===== src/rtl/register_file.sv =====
// Architectural register file x0..x31 with ROB rename tags.
// Commit/rename write port plus two combinational operand-resolve ports.
module register_file #(
  parameter int ROB_WIDTH_BIT = 4
) (
  input  logic                     clk_in,
  input  logic                     rst_in,
  input  logic                     rdy_in,
  input  logic                     clear,
  input  logic [4:0]               set_reg_id,
  input  logic [31:0]              set_val,
  input  logic [ROB_WIDTH_BIT-1:0] set_reg_on_rob_id,
  input  logic [4:0]               set_dep_reg_id,
  input  logic [ROB_WIDTH_BIT-1:0] set_dep_rob_id,
  input  logic [4:0]               rs1_id,
  input  logic [4:0]               rs2_id,
  output logic [ROB_WIDTH_BIT-1:0] get_rob_id1,
  output logic [ROB_WIDTH_BIT-1:0] get_rob_id2,
  input  logic                     rob_value1_ready,
  input  logic                     rob_value2_ready,
  input  logic [31:0]              rob_value1,
  input  logic [31:0]              rob_value2,
  output logic [31:0]              val1,
  output logic [31:0]              val2,
  output logic                     has_dep1,
  output logic                     has_dep2,
  output logic [ROB_WIDTH_BIT-1:0] dep1,
  output logic [ROB_WIDTH_BIT-1:0] dep2
);

  localparam int RW = ROB_WIDTH_BIT;

  typedef struct packed {
    logic [31:0]   val;
    logic          has_dep;
    logic [RW-1:0] dep;
    logic [RW-1:0] tag;
  } rd_t;

  logic [31:0][31:0]   value_q, value_d;
  logic [31:0]         busy_q, busy_d;
  logic [31:0][RW-1:0] tag_q, tag_d;

  always_comb begin
    value_d = value_q;
    busy_d  = busy_q;
    tag_d   = tag_q;
    if (clear) begin
      busy_d = '0;
    end else if (rdy_in) begin
      if (set_reg_id != 5'd0) begin
        value_d[set_reg_id] = set_val;
        // a younger rename keeps ownership of rd
        if (tag_q[set_reg_id] == set_reg_on_rob_id)
          busy_d[set_reg_id] = 1'b0;
      end
      if (set_dep_reg_id != 5'd0) begin
        busy_d[set_dep_reg_id] = 1'b1;
        tag_d[set_dep_reg_id]  = set_dep_rob_id;
      end
    end
    value_d[0] = '0;
    busy_d[0]  = 1'b0;
    tag_d[0]   = '0;
  end

  always_ff @(posedge clk_in or posedge rst_in) begin
    if (rst_in) begin
      value_q <= '0;
      busy_q  <= '0;
      tag_q   <= '0;
    end else begin
      value_q <= value_d;
      busy_q  <= busy_d;
      tag_q   <= tag_d;
    end
  end

  function automatic rd_t resolve(
    input logic [4:0]    r,
    input logic          b,
    input logic [31:0]   v,
    input logic [RW-1:0] t,
    input logic          qr,
    input logic [31:0]   qv,
    input logic [4:0]    cid,
    input logic [RW-1:0] crob,
    input logic [31:0]   cval
  );
    rd_t o;
    o = '0;
    if (r != 5'd0) begin
      o.tag = t;
      if (!b) begin
        o.val = v;
      end else if (cid == r && crob == t) begin
        o.val = cval;
      end else if (qr) begin
        o.val = qv;
      end else begin
        o.has_dep = 1'b1;
        o.dep     = t;
      end
    end
    return o;
  endfunction

  rd_t rd1, rd2;

  always_comb begin
    rd1 = resolve(rs1_id, busy_q[rs1_id], value_q[rs1_id],
                  tag_q[rs1_id], rob_value1_ready, rob_value1,
                  set_reg_id, set_reg_on_rob_id, set_val);
    rd2 = resolve(rs2_id, busy_q[rs2_id], value_q[rs2_id],
                  tag_q[rs2_id], rob_value2_ready, rob_value2,
                  set_reg_id, set_reg_on_rob_id, set_val);
  end

  assign val1        = rd1.val;
  assign has_dep1    = rd1.has_dep;
  assign dep1        = rd1.dep;
  assign get_rob_id1 = rd1.tag;
  assign val2        = rd2.val;
  assign has_dep2    = rd2.has_dep;
  assign dep2        = rd2.dep;
  assign get_rob_id2 = rd2.tag;

endmodule

===== config.mk =====
export PLATFORM = sky130hd
export DESIGN_NAME = register_file
export DESIGN_NICKNAME = d
export VERILOG_FILES = /design/src/rtl/register_file.sv
export SDC_FILE = /design/constraint.sdc
export NUM_CORES = 2
export LEC_CHECK = 0
export ABC_AREA = 0
export CAP_MARGIN = 20
export CORE_MARGIN = 2
export CORE_UTILIZATION = 58
export CTS_BUF_LIST = sky130_fd_sc_hd__clkbuf_8
export DETAILED_ROUTE_END_ITERATION = 16
export PLACE_DENSITY = 0.77
export SETUP_SLACK_MARGIN = 0.5
export SYNTH_ARGS = -nofsm -noshare
export SYNTH_HDL_FRONTEND = slang
export SYNTH_SLANG_ARGS = --single-unit

===== constraint.sdc =====
create_clock -name clk_in -period 51.6 [get_ports clk_in]
set_input_delay 10.32 -clock clk_in [delete_from_list [all_inputs] [get_ports clk_in]]
set_output_delay 10.32 -clock clk_in [all_outputs]
set_load 0.1 [all_outputs]

==> reports/qor.csv <==
stage;metric;value;unit
critical_path;path_max_fanout;40;
sta;rsz0062_at_grt;no;
global_routing;maximum_number_of_pins_on_one_net_before_global_route_repair;169;
drt;via_count;42871;
placement;port-buffer-count;211;
cells_and_area;multiInputGateArea;0.0339;mm2
critical_path;crit_family;buffers and inverters;
sta;final.setup.tns;0;ns
run_status;status;complete, no violations;
synthesis;synth.lib_cells_used.distinct;58;
synthesis;synth-seq-cells;1147;
sta;report.final.slew_viol_count;0;
sta;finalHoldViolations;0;
die;fp.dieArea;0.114;mm2
clock_tree;worstSkewPairLatency;0.88;ns
clock_tree;clock_tree_from_tritoncts;done;
job;cap_violations;0;
critical_path;crit_path_end;val2[25];
die;core_box_area;0.111;mm2
global_routing;grt_remaining_overflow;0;
drt;detailedRoute.firstPassIterationCount;6;
critical_path;critPathCaptureType;output pin;
critical_path;cp_slowest_stage_delay;1.18;ns
critical_path;data_required_time_of_the_worst_path;41.28;ns
global_routing;antenna_found_initial;5;
placement;placed_cells_incl_taps;5631;
synthesis;seq_area_frac_synth;44.4;%
global_routing;groute.usage.overall;34.3;%
critical_path;critical_path.n_buffers_inverters;5;
synthesis;syn-mean-instance-area;15.0;um2
global_routing;global_route_wire_length_before_repair;287000;um
die;die_y;338;um
clock_tree;holdBufCountCts;0;
cells_and_area;postLayoutCoreUtil;65.2;%
clock_tree;cts_buffer_depth;3;
clock_tree;cts_repair_resize_count;0;
drt;drtIter0Drc;4844;
synthesis;synth_top_area_cell;dfrtp_1;
sta;final_min_period_over_clock_period;51.9;%
power;power.leakage;32.0;nW
sta;final_worst_clock_skew;0.0212;ns
synthesis;dominantRegCellSynth;dfrtp_1;
critical_path;worst-path-stages;12;
critical_path;r2r_cells;8;
drt;detail_route.drc_violations;0;
synthesis;synthesis.nets;4430;
cells_and_area;fin_nets;4483;
sta;highest_clock_frequency_the_design_can_meet;37.4;MHz
die;ios;212;
clock_tree;cts-buffers-inserted;190;
clock_tree;cts_root_buffer;clkbuf_8;
critical_path;cp_cell_sequence;clkdlybuf4s50_1 -> clkinv_2 -> buf_4 -> nor3_1 -> a22oi_1 -> o41ai_1 -> nor2_1 -> xor2_4 -> buf_4 -> a41o_1 -> a2bb2oi_1 -> clkdlybuf4s50_1;
cells_and_area;finalNonFillerCells;5998;
clock_tree;htree_num_levels;4;
die;floorplan.rows;122;
global_routing;grt_pass1_vias;43918;
synthesis;post_synth_most_frequent_cells;mux2_2, dfrtp_1, mux4_2;
drt;totalWireLength;191000;um
critical_path;cp.arrival;16.44;ns
clock_tree;tritoncts_num_sinks;1147;
clock_tree;cts.reportedPaths.clkPinSlew;0.06;ns
critical_path;r2r_start;tag_q[59];
sta;finalWorstPathRequiredPeriod;26.76;ns
synthesis;synthCells;4300;
critical_path;critPathLaunchType;primary input;
critical_path;worstSetupStartpoint;rs2_id[4];
synthesis;synthDominantCellAreaShare;44.4;%
hold_path;worst_hold_path_type;register to register;
placement;finalWeightedCongestion;0.943;
critical_path;timing.reg2reg.setup_slack;48.57;ns
drt;ant_nets;0;
sta;finalSetupViolations;0;
power;power.density;34.6;mW/mm2
critical_path;critical_path.reg2reg.endpoint;busy_q[25];
cells_and_area;sequential_area;0.0287;mm2
synthesis;synth.cell_area;0.0646;mm2
clock_tree;post_cts_buffers;0;
sta;slew-limit-headroom;23.2;%
placement;detailed_place.area;0.0676;mm2
synthesis;top_cells_by_area_in_the_synthesized_netlist;dfrtp_1, mux4_2, mux2_2, mux2i_1, clkbuf_1;
synthesis;synth_edf_count;0;
critical_path;cp_slowest_cell;clkdlybuf4s50_1;
die;die-width;338;um
placement;dp_hpwl;108000;um
hold_path;worstHoldPathCells;1;
drt;avgRoutedWirePerCell;31.9;um
synthesis;synth.most_common_cell;mux2_2;
drt;routed_via_density;7.15;
synthesis;async_reset_ff_share;100;%
synthesis;ys_warn_count;0;
critical_path;type_of_the_worst_setup_path;primary input to output pin;
cells_and_area;stdcell_area;0.0721;mm2
sta;tightest_slew;1.15;ns
die;initial_core_util;58.4;%
cells_and_area;fill_cells;7899;
power;ir_drop;26.5;uV
cells_and_area;drive_above_1_share;51.1;%
cells_and_area;area_delta_synth_final;11.5;%
==> layout make-up <==
cell class | count | share of cell area (%)
Antenna cell | 2 | 0.00695
Clock buffer | 249 | 4.76
Clock inverter | 98 | 0.846
Inverter | 9 | 0.0660
Multi-Input combinational cell | 2671 | 47.1
Sequential cell | 1147 | 39.8
Tap cell | 1488 | 2.58
Timing Repair Buffer | 334 | 4.83
==> report_power, final <==
group          switching, mW  internal (mW)  leakage [nW]  total (mW)
clock                  0.388          0.455          2.30       0.842
sequential            0.0896           1.02          15.3        1.11
combinational          0.270          0.277          14.4       0.546
==> cell families after synthesis <==
logic type / count (synthesis) / share of synthesized area [%]
AO/OA/AOI/OAI: 346 / 4.14
AND/OR/NAND/NOR: 381 / 2.96
multiplexers: 1924 / 44.9
flip-flops: 1147 / 44.4
XOR/XNOR: 20 / 0.271
buffers and inverters: 482 / 3.31
==> registers in the layout, indices dropped and copies added (netlist names) <==
register	count
busy_q	31
tag_q	124
value_q	992
==> worst min path at each step <==
stage | from | endpoint | slack, ns
final | value_q[984] | value_q[984] | 0.52
after global routing | value_q[614] | value_q[614] | 0.53
after CTS | value_q[194] | value_q[194] | 0.52
after detailed placement | value_q[194] | value_q[194] | 0.51
after global placement | value_q[593] | value_q[593] | 0.50
after floorplan | value_q[222] | value_q[222] | 0.49
==> through the flow <==
| stage | worst slack [ns] | total power [mW] | hold slack, ns |
|---|---|---|---|
| final | 24.84 | 2.50 | 0.520 |
| after global routing | 24.77 | 2.59 | 0.534 |
| after CTS | 24.97 | 2.50 | 0.520 |
| after detailed placement | 24.99 | 1.66 | 0.508 |
| after global placement | 25.10 | 1.64 | 0.499 |
| after floorplan | 8.98 | 1.52 | 0.491 |
==> layer usage <==
layer  routed length, um  track usage, %  share of wire (%)
met5                  27               0              0.014
met4                7730            13.7                4.0
met3               18000            7.63                9.4
met2               91300            53.7                 48
met1               74300            47.1                 39
==> layout by cell type, fill, tap and decap left out, drive strengths merged, types with 33 or more instances in the layout <==
cell type | synthesis | routed
buf | 239 | 130
clkdlybuf4s50 | 0 | 199
mux2i | 100 | 100
a22o | 36 | 36
clkinv | 1 | 35
clkbuf | 230 | 254
nor2 | 34 | 34
o21ai | 53 | 53
a31oi | 33 | 33
o211ai | 35 | 35
mux4 | 662 | 662
nand2 | 180 | 180
o311ai | 63 | 63
inv | 8 | 67
nand3b | 36 | 36
dfrtp | 1147 | 1147
mux2 | 1162 | 1162
(Power assumes the default switching activity.)
